`config.mk`:
```
export PLATFORM = sky130hd
export DESIGN_NAME = serial_adder_ctrl
export DESIGN_NICKNAME = d
export VERILOG_FILES = /design/src/rtl/serial_adder_ctrl.sv
export SDC_FILE = /design/constraint.sdc
export NUM_CORES = 1
export LEC_CHECK = 0
export ABC_AREA = 1
export BUFFER_PORTS_ARGS = -buffer_cell sky130_fd_sc_hd__buf_2
export CAP_MARGIN = 20
export CELL_PAD_IN_SITES_DETAIL_PLACEMENT = 0
export CELL_PAD_IN_SITES_GLOBAL_PLACEMENT = 1
export CORE_UTILIZATION = 40
export DETAILED_ROUTE_END_ITERATION = 8
export PLACE_DENSITY = 0.78
export RECOVER_POWER = 100
export SYNTH_ARGS = -nofsm -noshare
export SYNTH_HDL_FRONTEND = slang
export SYNTH_SLANG_ARGS = --single-unit
```
`constraint.sdc`:
```
create_clock -name clk -period 1.7 [get_ports clk]
set_clock_uncertainty 0.05 [all_clocks]
set_input_delay 0.17 -clock clk [delete_from_list [all_inputs] [get_ports clk]]
set_output_delay 0.17 -clock clk [all_outputs]
set_load 0.01 [all_outputs]
```
`src/rtl/serial_adder_ctrl.sv`:
```
// Bit-serial adder controller: one full-adder cell reused over WIDTH clocks,
// LSB first, with the carry threaded through a register.
module serial_adder_ctrl #(
    parameter int unsigned WIDTH = 8
) (
    input  logic             clk,
    input  logic             rst_n,
    input  logic             start,
    input  logic [WIDTH-1:0] a,
    input  logic [WIDTH-1:0] b,
    input  logic             cin,
    output logic             busy,
    output logic             done,
    output logic [WIDTH-1:0] sum,
    output logic             cout
);

    localparam int unsigned CW = $clog2(WIDTH) + 1;

    typedef enum logic [1:0] {
        IDLE,
        RUN,
        DONE
    } state_t;

    state_t           state;
    logic [WIDTH-1:0] a_sh;
    logic [WIDTH-1:0] b_sh;
    logic [WIDTH-1:0] acc;
    logic             carry;
    logic [CW-1:0]    cnt;

    logic             s_bit;
    logic             c_bit;
    logic [WIDTH-1:0] acc_nx;

    always_comb begin
        s_bit  = a_sh[0] ^ b_sh[0] ^ carry;
        c_bit  = (a_sh[0] & b_sh[0]) | (carry & (a_sh[0] ^ b_sh[0]));
        // new sum bit enters at the MSB; after WIDTH shifts bit 0 lines up
        acc_nx = (acc >> 1) | (WIDTH'(s_bit) << (WIDTH - 1));
    end

    always_ff @(posedge clk or negedge rst_n) begin
        if (!rst_n) begin
            state <= IDLE;
            a_sh  <= '0;
            b_sh  <= '0;
            acc   <= '0;
            carry <= 1'b0;
            cnt   <= '0;
            busy  <= 1'b0;
            done  <= 1'b0;
            sum   <= '0;
            cout  <= 1'b0;
        end else begin
            case (state)
                IDLE: begin
                    done <= 1'b0;
                    if (start) begin
                        a_sh  <= a;
                        b_sh  <= b;
                        carry <= cin;
                        cnt   <= '0;
                        busy  <= 1'b1;
                        state <= RUN;
                    end else begin
                        busy  <= 1'b0;
                    end
                end
                RUN: begin
                    a_sh  <= a_sh >> 1;
                    b_sh  <= b_sh >> 1;
                    acc   <= acc_nx;
                    carry <= c_bit;
                    cnt   <= cnt + 1'b1;
                    if (cnt == CW'(WIDTH - 1)) begin
                        sum   <= acc_nx;
                        cout  <= c_bit;
                        busy  <= 1'b0;
                        done  <= 1'b1;
                        state <= DONE;
                    end
                end
                DONE: begin
                    busy  <= 1'b0;
                    done  <= 1'b0;
                    state <= IDLE;
                end
                default: begin
                    busy  <= 1'b0;
                    done  <= 1'b0;
                    state <= IDLE;
                end
            endcase
        end
    end

endmodule

```
==> results.json, run 1 <==
{
  "clkTransAtPathRegs_ns": 0.08,
  "worst_ep_required_time_ns": 1.83,
  "period_share": 0.840,
  "ios": 31,
  "cts_tree": "built",
  "cts.sinks": 41,
  "rsz0062_at_grt": "no",
  "ir_worst_vdd_v": 0.000673,
  "rr_startpoint": "cnt[0]$_DFFE_PN0P_",
  "syn_area_um2": 1800,
  "synth_fp_nets": 217,
  "start_util": 0.433,
  "layout-drive-gt1-share": 0.153,
  "totalWireLength_mm": 3.31,
  "finalMaxSlewViolations": 0,
  "r2r_cells": 6,
  "io_buffer_count": 30,
  "first_pass_iters": 4,
  "syn_inst": 195,
  "cts_resized": 0,
  "grt_pass1_vias": 1238,
  "slew_headroom": 0.588,
  "finalPower_w": 0.00348,
  "vias_per_cell": 4.82,
  "drt_iter0_markers": 111,
  "die_y_um": 69.0,
  "outcome": "completed",
  "drc": 0,
  "cts_buffer_depth": 2,
  "ys_seq_elements": 41,
  "end_kind": "flop",
  "max_freq_mhz": 700,
  "path_class": "reg -> reg",
  "r2r_slack_ns": 0.27,
  "yosys.cell_types.count": 18,
  "powerDensity_nw_per_um2": 1710,
  "cts-root-buf": "clkbuf_8",
  "via_count": 1344,
  "tightest_slew_ns": 0.617,
  "num_antenna_cells": 0,
  "cts-htree-levels": 2,
  "grt_pass1_wl_mm": 5.53,
  "postRouteAntennaNets": 0,
  "core_area_um2": 4140,
  "yosysSeqAreaShare": 0.571,
  "tns_ns": 0,
  "drv_cap": 0,
  "routabilityCongestion": 0.678,
  "cp-startpoint": "cnt[0]$_DFFE_PN0P_",
  "min_path_type": "in -> reg",
  "clkLatencyLatePin_ns": 0.29,
  "area_growth_pct": 13.4,
  "endpoint": "sum[7]$_DFFE_PN0P_",
  "period_needed_ns": 1.43,
  "yosys_warnings": 0,
  "die_w_um": 69.0,
  "die-area_um2": 4760,
  "start_kind": "flop",
  "p_leak_nw": 1.03,
  "cp_max_fo": 10,
  "grt_util_all_layers": 0.161,
  "dp_hpwl_mm": 2.13,
  "r2r_end": "sum[7]$_DFFE_PN0P_",
  "setup_slack_ns": 0.272,
  "fp-row-count": 23,
  "syn_area_per_cell_um2": 9.21,
  "wl_per_cell_um": 11.9,
  "nets": 250,
  "final_hold_viol_count": 0,
  "dp_worst_setup_slack_ns": 0.362,
  "setup_violations": 0,
  "grt_max_degree": 36,
  "antenna_found_initial": 0,
  "grt-ovfl-total": 0,
  "cts_buffers": 5,
  "arrival_ns": 1.56
}
layout by cell type (no fill, tap or decap):
cell,count
nand2_1,69
nand3_1,48
clkbuf_1,13
dlygate4sd3_1,1
fa_1,1
o21ai_0,9
dfrtp_1,41
nor2_2,1
nand2_2,1
buf_4,3
clkbuf_8,7
nor2_1,1
clkinv_2,1
xnor2_1,1
nor2_4,2
inv_1,8
inv_6,1
ha_1,1
buf_2,19
nand4_1,1
state kept, by name, summed over array words and instances, names as in the netlist:
name and flops:
sum 8, cout 1, busy 1, done 1
b_sh 8, acc 7, state 2, a_sh 8
carry 1, cnt 4
synth_stat cells (all sizes together):
cell type | count | area share
buf | 10 | 0.049
dfrtp | 41 | 0.57
fa | 1 | 0.011
ha | 1 | 0.0070
inv | 9 | 0.022
nand2 | 70 | 0.15
nand3 | 48 | 0.13
nand4 | 1 | 0.0035
nor2 | 4 | 0.018
o21ai | 9 | 0.025
xnor2 | 1 | 0.0049
where the power goes:
part / internal (W) / switching, W / total [W]
registers: 0.00138 / 0.000255 / 0.00164
clock network: 0.000367 / 0.000332 / 0.000699
logic: 0.000409 / 0.000731 / 0.00114
total: 0.00216 / 0.00132 / 0.00348
repair_timing:
action                    in CTS  in global routing
setup buffers                  0                  0
hold buffers                   1                  0
hold endpoints to repair      18                  0
final cells by class:
cell class,count,area (um2)
Clock buffer,7,96.3
Clock inverter,1,5.00
Fill cell,416,2110
Inverter,9,38.8
Multi-Input combinational cell,135,631
Sequential cell,41,1030
Tap cell,50,62.6
Timing Repair Buffer,36,176
metal layers:
metal,part of all wire,GRT usage
met1,0.50,0.204
met2,0.46,0.258
met3,0.047,0.0543
met4,0,0.0459
met5,0,0
per-stage QoR:
| stage | instance area, um2 | utilization | cells | hold WS (ns) |
|---|---|---|---|---|
| floorplan | 1800 | - | 195 | -0.176 |
| global placement | 1960 | 0.473 | 270 | 0.0957 |
| detailed placement | 1960 | 0.473 | 270 | 0.0888 |
| CTS | 2070 | 0.499 | 279 | 0.00987 |
| global route | 2040 | 0.491 | 279 | 0.0158 |
| finish | 2040 | 0.491 | 279 | 0.0144 |
kinds of logic (layout without fill, tap and decap cells):
| logic type | Yosys count | in the layout | synth area share |
|---|---|---|---|
| buffers and inverters | 19 | 53 | 0.0704 |
| AOI/OAI and AO/OA | 9 | 9 | 0.0251 |
| adders and majority gates | 2 | 2 | 0.0181 |
| DFF | 41 | 41 | 0.571 |
| xor gates and xnor gates | 1 | 1 | 0.00488 |
| and+or+nand+nor | 123 | 123 | 0.310 |
worst min path at each step:
stage	from	endpoint	slack, ns	cells after the start
finish	b[7]	b_sh[7]$_DFFE_PN0P_	0.01	3
floorplan	rst_n	a_sh[0]$_DFFE_PN0P_	-0.18	0
CTS	b[7]	b_sh[7]$_DFFE_PN0P_	0.01	3
detailed placement	rst_n	acc[1]$_DFFE_PN0P_	0.09	1
global placement	rst_n	acc[1]$_DFFE_PN0P_	0.1	1
global route	b[7]	b_sh[7]$_DFFE_PN0P_	0.02	3
critical path, stage by stage, from the launching register on:
cell     delay [ns]
dfrtp_1        0.40
ha_1           0.20
nand2_1        0.10
nor2_4         0.16
nand2_1        0.23
nand2_1        0.12
nand2_1        0.05
No activity file was read; power rests on OpenSTA's default activity.
==> inputs of run 2 (changes only) <==
--- a/config.mk
+++ b/config.mk
@@ -10,9 +10,9 @@
 export CAP_MARGIN = 20
 export CELL_PAD_IN_SITES_DETAIL_PLACEMENT = 0
 export CELL_PAD_IN_SITES_GLOBAL_PLACEMENT = 1
-export CORE_UTILIZATION = 40
+export CORE_UTILIZATION = 37
 export DETAILED_ROUTE_END_ITERATION = 8
-export PLACE_DENSITY = 0.78
+export PLACE_DENSITY = 0.76
 export RECOVER_POWER = 100
 export SYNTH_ARGS = -nofsm -noshare
 export SYNTH_HDL_FRONTEND = slang
==> constraint.sdc (replaced) <==
create_clock -name clk -period 1.3 [get_ports clk]
set_clock_uncertainty 0.05 [all_clocks]
set_input_delay 0.13 -clock clk [delete_from_list [all_inputs] [get_ports clk]]
set_output_delay 0.13 -clock clk [all_outputs]
set_load 0.01 [all_outputs]
==> run 2 against run 1 <==
Non-clock buffer count grew 20; global-route usage increased by 0.088 points; first-iteration DRC count increased by 57%; utilization up 2.0 points; hold slack got worse by 0.0097 ns; critical endpoint is now busy$_DFFE_PN0P_.
==> results.json, run 2 (synthesized netlist as in run 1, its figures left out) <==
{
  "outcome": "completed",
  "cts_buffer_depth": 2,
  "cts-root-buf": "clkbuf_8",
  "p_leak_nw": 1.16,
  "first_pass_iters": 4,
  "register_area_um2": 1030,
  "cts_tree": "built",
  "antenna_found_initial": 0,
  "met2_usage": 0.248,
  "start_kind": "flop",
  "clkTransAtPathRegs_ns": 0.08,
  "cts_buffers": 5,
  "period_needed_ns": 1.23,
  "instances_no_fill": 301,
  "dp_hpwl_mm": 2.23,
  "final_hold_viol_count": 0,
  "placed_cells": 276,
  "fin_util": 0.511,
  "design_area_um2": 2300,
  "grt_pass1_wl_mm": 6.35,
  "postPlaceCellArea_um2": 2040,
  "multi_input_area_um2": 651,
  "grt_pass1_vias": 1356,
  "r2r_slack_ns": 0.07,
  "area_growth_pct": 28.2,
  "powerDensity_nw_per_um2": 2140,
  "fp-row-count": 24,
  "grt-ovfl-total": 0,
  "wl_per_cell_um": 12.2,
  "routabilityCongestion": 0.678,
  "setup_violations": 0,
  "final_common_cell": "nand2_1",
  "dp_worst_setup_slack_ns": 0.0416,
  "tightest_slew_ns": 0.552,
  "cts.sinks": 41,
  "num_antenna_cells": 0,
  "rsz0062_at_grt": "yes",
  "finalMaxSlewViolations": 0,
  "cp_max_fo": 5,
  "via_count": 1452,
  "arrival_ns": 1.37,
  "ios": 31,
  "max_freq_mhz": 813,
  "drv_cap": 0,
  "die_w_um": 71.7,
  "min_path_type": "in -> reg",
  "core_area_um2": 4500,
  "vias_per_cell": 4.82,
  "nets": 270,
  "gr-usage-met3": 0.0436,
  "end_kind": "flop",
  "path_class": "reg -> reg",
  "busiest_layer": "met2",
  "fillers": 431,
  "ir_worst_vdd_v": 0.000763,
  "cts-htree-levels": 2,
  "worst_ep_required_time_ns": 1.44,
  "grt_util_all_layers": 0.162,
  "slew_headroom": 0.632,
  "use_met1": 0.215,
  "period_share": 0.946,
  "layout-drive-gt1-share": 0.221,
  "die_y_um": 71.7,
  "tns_ns": 0,
  "start_util": 0.399,
  "reg.largest.list": "a_sh (8), b_sh (8), sum (8)",
  "drt_iter0_markers": 174,
  "clkLatencyLatePin_ns": 0.29,
  "grt_max_degree": 42,
  "mostFrequentLayoutCells": "66 x nand2_1, 48 x nand3_1, 41 x dfrtp_1, 26 x buf_2, 15 x dlygate4sd3_1",
  "totalWireLength_mm": 3.66,
  "io_buffer_count": 30,
  "die-area_um2": 5140,
  "drc": 0,
  "postRouteAntennaNets": 0,
  "setup_slack_ns": 0.0699
}
-- run 2: cell types whose count changed in the layout (fill, tap and decap cells not counted), moves of 2 or more --
cell / before / now
buf_12: 0 / 3
buf_2: 19 / 26
buf_4: 3 / 6
clkbuf_1: 13 / 4
dlygate4sd3_1: 1 / 15
nand2_1: 69 / 66
nand2_4: 0 / 2
-- run 2: worst paths after layout --
path                                    start                  end  cells after the start
max                        cnt[0]$_DFFE_PN0P_     busy$_DFFE_PN0P_                      7
min                                      b[2]  b_sh[2]$_DFFE_PN0P_                      3
max reg2reg                cnt[0]$_DFFE_PN0P_     busy$_DFFE_PN0P_                      7
max in group asynchronous               rst_n   acc[7]$_DFFE_PN0P_                      3
min in group asynchronous               rst_n   acc[1]$_DFFE_PN0P_                      3
min reg2reg                sum[2]$_DFFE_PN0P_   sum[2]$_DFFE_PN0P_                      2
-- run 2: where the power goes --
| part | total [W] | internal, W | switching, W |
|---|---|---|---|
| Sequential | 0.00213 | 0.00181 | 0.000323 |
| Clock | 0.000904 | 0.000480 | 0.000424 |
| Combinational | 0.00188 | 0.000812 | 0.00107 |
| Total | 0.00492 | 0.00310 | 0.00182 |
-- run 2: metal layers --
metal,part of all wire,up-vias
met5,0,-
met2,0.46,30
met1,0.48,673
li1,-,742
met3,0.039,7
met4,0.020,0
-- run 2: worst max-delay path, cell delays in order, from the launching register on --
cell	delay, ns
dfrtp_1	0.36
ha_2	0.20
nand2_2	0.07
nor2_4	0.18
buf_6	0.14
inv_1	0.04
nand3_1	0.05
nand2_1	0.05
-- run 2: timing repair --
action / in CTS / in global routing
hold endpoints to repair: 55 / 0
setup endpoints to repair: 0 / 10
hold buffers: 15 / 0
resized for setup: 0 / 3
setup buffers: 0 / 2
-- run 2: final cells by class --
class | instances | area share
clock buffer | 7 | 0.0419
inverter | 9 | 0.0169
clock inverter | 1 | 0.00218
timing repair buffer | 56 | 0.182
tap | 52 | 0.0283
sequential | 41 | 0.446
multi-input combinational | 135 | 0.283
-- run 2: per-stage QoR --
| step | hold slack [ns] | power, W |
|---|---|---|
| 2_1_floorplan | -0.216 | 0.00340 |
| 3_3_place_gp | 0.0696 | 0.00397 |
| 3_5_place_dp | 0.0668 | 0.00400 |
| 4_1_cts | 0.000607 | 0.00496 |
| 5_1_grt | 0.00727 | 0.00537 |
| 6_report | 0.00473 | 0.00492 |
==> inputs of run 3 (changes only) <==
==> config.mk (replaced) <==
export PLATFORM = sky130hd
export DESIGN_NAME = serial_adder_ctrl
export DESIGN_NICKNAME = d
export VERILOG_FILES = /design/src/rtl/serial_adder_ctrl.sv
export SDC_FILE = /design/constraint.sdc
export NUM_CORES = 1
export LEC_CHECK = 0
export CAP_MARGIN = 20
export CELL_PAD_IN_SITES_DETAIL_PLACEMENT = 0
export CELL_PAD_IN_SITES_GLOBAL_PLACEMENT = 1
export CORE_UTILIZATION = 40
export DETAILED_ROUTE_END_ITERATION = 8
export DONT_BUFFER_PORTS = 1
export PLACE_DENSITY = 0.71
export RECOVER_POWER = 100
export SYNTH_ARGS = -nofsm -noshare
export SYNTH_HDL_FRONTEND = slang
export SYNTH_SLANG_ARGS = --single-unit
==> run 3 against run 2 <==
The flow now finishes with violations (hold timing, setup timing); utilization rose by 7.8 points; die area fell by 11%; power rose by 8.8%; clock power rose by 32%; maximum frequency fell by 16%; critical path depth fell by 2; sequential share of layout area fell by 1.9 points; setup slack got worse by 0.24 ns; combinational power rose by 6%; global-route usage rose by 2.5 points; area after synthesis fell by 3.8%; synthesized cell count fell by 18%; largest power group unchanged; highest routed layer unchanged.
==> results.json, run 3 <==
{
  "synthTopCellsByArea": "dfrtp_1 59%, nand2_1 8.0%, a22oi_1 6.5%, mux2_2 5.9%, o21ai_0 5.2%",
  "start_kind": "flop",
  "cp_top_family": "flip-flops",
  "nets": 230,
  "critPathMaxStageDelay_ns": 0.36,
  "dp_hpwl_mm": 2.38,
  "rsz0062_at_grt": "yes",
  "die_y_um": 67.7,
  "setup_slack_ns": -0.167,
  "yosysMostFrequentCell": "dfrtp_1",
  "postPlaceCellArea_um2": 1950,
  "end_kind": "flop",
  "cp_slowest_cell": "dfrtp_1",
  "outcome": "complete, but fails checks",
  "postRouteAntennaNets": 0,
  "fp-row-count": 23,
  "start_util": 0.423,
  "finalMaxSlewViolations": 0,
  "grt_pass1_vias": 1320,
  "first_pass_iters": 4,
  "synth_fp_nets": 181,
  "yosysSeqAreaShare": 0.594,
  "synth_top_area_cell": "dfrtp_1",
  "final_hold_viol_count": 1,
  "ios": 31,
  "seqPwrFrac": 0.405,
  "die_w_um": 67.7,
  "period_needed_ns": 1.47,
  "die-area_um2": 4590,
  "totalWireLength_mm": 3.80,
  "reg.largest.list": "a_sh (8), b_sh (8), sum (8)",
  "clockPowerShare": 0.222,
  "holdPathStages": 2,
  "comb_power_share": 0.374,
  "drc": 0,
  "cts_buffer_depth": 2,
  "vias_per_cell": 5.12,
  "path_buf_inv": 1,
  "ys_seq_elements": 41,
  "synth_common_cells": "41 x dfrtp_1, 37 x nand2_1, 18 x o21ai_0",
  "async_flop_share": 1.00,
  "placed_cells": 225,
  "period_share": 1.13,
  "final_common_cell": "dfrtp_1",
  "ys.flop_type": "dfrtp_1",
  "min_path_type": "in -> reg",
  "powerDensity_nw_per_um2": 2220,
  "swShare": 0.313,
  "grt_max_degree": 42,
  "path_class": "reg -> reg",
  "max_freq_mhz": 681,
  "yosysTopAreaCellShare": 0.594,
  "routabilityCongestion": 0.711,
  "layout-drive-gt1-share": 0.287,
  "violations": "hold timing, setup timing",
  "grt_pass1_wl_mm": 6.16,
  "design_area_um2": 2410,
  "cts.sinks": 41,
  "mostFrequentLayoutCells": "40 x dfrtp_1, 37 x nand2_1, 27 x buf_4, 15 x a22oi_1, 15 x dlygate4sd3_1",
  "holdWs_ns": -0.00748,
  "clkLatencyLatePin_ns": 0.30,
  "path_depth": 5,
  "antenna_found_initial": 0,
  "num_antenna_cells": 0,
  "grt_util_all_layers": 0.187,
  "drt_iter0_markers": 83,
  "syn_area_um2": 1730,
  "io_buffer_count": 0,
  "syn_area_per_cell_um2": 10.9,
  "arrival_ns": 1.59,
  "p_leak_nw": 1.13,
  "tightest_slew_ns": 0.901,
  "p_int_w": 0.00368,
  "syn_inst": 159,
  "grt-ovfl-total": 0,
  "cts-htree-levels": 2,
  "cts_tree": "built",
  "synth_edf_count": 0,
  "yosys.cell_types.count": 26,
  "ir_worst_vdd_v": 0.00103,
  "clkTransAtPathRegs_ns": 0.07,
  "cp_cell_sequence": "ha_2 > nand3b_1 > nor2_4 > buf_12 > mux2_4",
  "core_area_um2": 4090,
  "worst_ep_required_time_ns": 1.43,
  "wl_per_cell_um": 14.7,
  "cts_buffers": 5,
  "r2r_cells": 5,
  "instances_no_fill": 259,
  "cts-root-buf": "clkbuf_8",
  "slew_headroom": 0.399,
  "cp_max_fo": 7,
  "area_growth_pct": 39.2,
  "via_count": 1327,
  "drv_cap": 0,
  "setup_violations": 11,
  "yosys_warnings": 0,
  "power_switching_w": 0.00168
}
-- run 3: cell type report --
| cell class | instances | area (um2) |
|---|---|---|
| fill | 351 | 1680 |
| sequential | 41 | 1030 |
| multi-input combinational | 109 | 724 |
| timing repair buffer | 50 | 454 |
| clock buffer | 5 | 68.8 |
| clock inverter | 3 | 65.1 |
| tap | 50 | 62.6 |
| inverter | 1 | 3.75 |
-- run 3: layer usage --
layer  track usage  vias up  wire length (um)
met4        0.0878        0                78
li1              -      650                 -
met2         0.277       31              1770
met5             0        -                 0
met3        0.0625        8               200
met1         0.244      638              1750
-- run 3: cells by family after synthesis --
logic type      count (synthesis)  share of synthesized area
compound gates                 43                      0.158
fa+ha+maj                       2                     0.0188
buf+inv                         9                     0.0246
flops                          41                      0.594
mux                            10                     0.0644
simple gates                   54                      0.140
-- run 3: what timing repair did --
| item | in CTS | in global routing |
|---|---|---|
| gates resized for setup | 14 | 14 |
| pin swaps | 3 | 5 |
| gates cloned | 0 | 0 |
| endpoints found under the hold margin | 55 | 0 |
| hold buffers | 16 | 0 |
| buffers inserted | 4 | 8 |
| setup endpoints to repair | 23 | 28 |
-- run 3: final timing paths --
kind,from,endpoint,slack [ns]
worst max-delay path,cnt[1]$_DFFE_PN0P_,sum[2]$_DFFE_PN0P_,-0.17
worst min-delay path,a[2],a_sh[2]$_DFFE_PN0P_,-0.007
worst max register to register,cnt[1]$_DFFE_PN0P_,sum[2]$_DFFE_PN0P_,-0.17
worst min register to register,a_sh[4]$_DFFE_PN0P_,a_sh[4]$_DFFE_PN0P_,0.44
max in group asynchronous,rst_n,state[0]$_DFFE_PN0P_,0.14
min in group asynchronous,rst_n,cout$_DFFE_PN0P_,0.46
-- run 3: power by group through the flow --
stage | Clock, W | Combinational [W] | Sequential [W]
floorplan | 0 | 0.000954 | 0.00211
global placement | 0 | 0.00150 | 0.00216
detailed placement | 0 | 0.00154 | 0.00217
CTS | 0.00122 | 0.00181 | 0.00216
global route | 0.00129 | 0.00223 | 0.00223
finish | 0.00119 | 0.00200 | 0.00217
-- run 3: metrics by stage --
| stage | power (W) | utilization | setup TNS [ns] | worst slack, ns |
|---|---|---|---|---|
| finish | 0.00535 | 0.589 | -1.43 | -0.167 |
| global route | 0.00575 | 0.589 | -2.07 | -0.219 |
| CTS | 0.00520 | 0.573 | -1.26 | -0.161 |
| detailed placement | 0.00371 | 0.476 | -1.80 | -0.212 |
| global placement | 0.00365 | 0.476 | -1.42 | -0.158 |
| floorplan | 0.00307 | - | -1.12 | -0.125 |
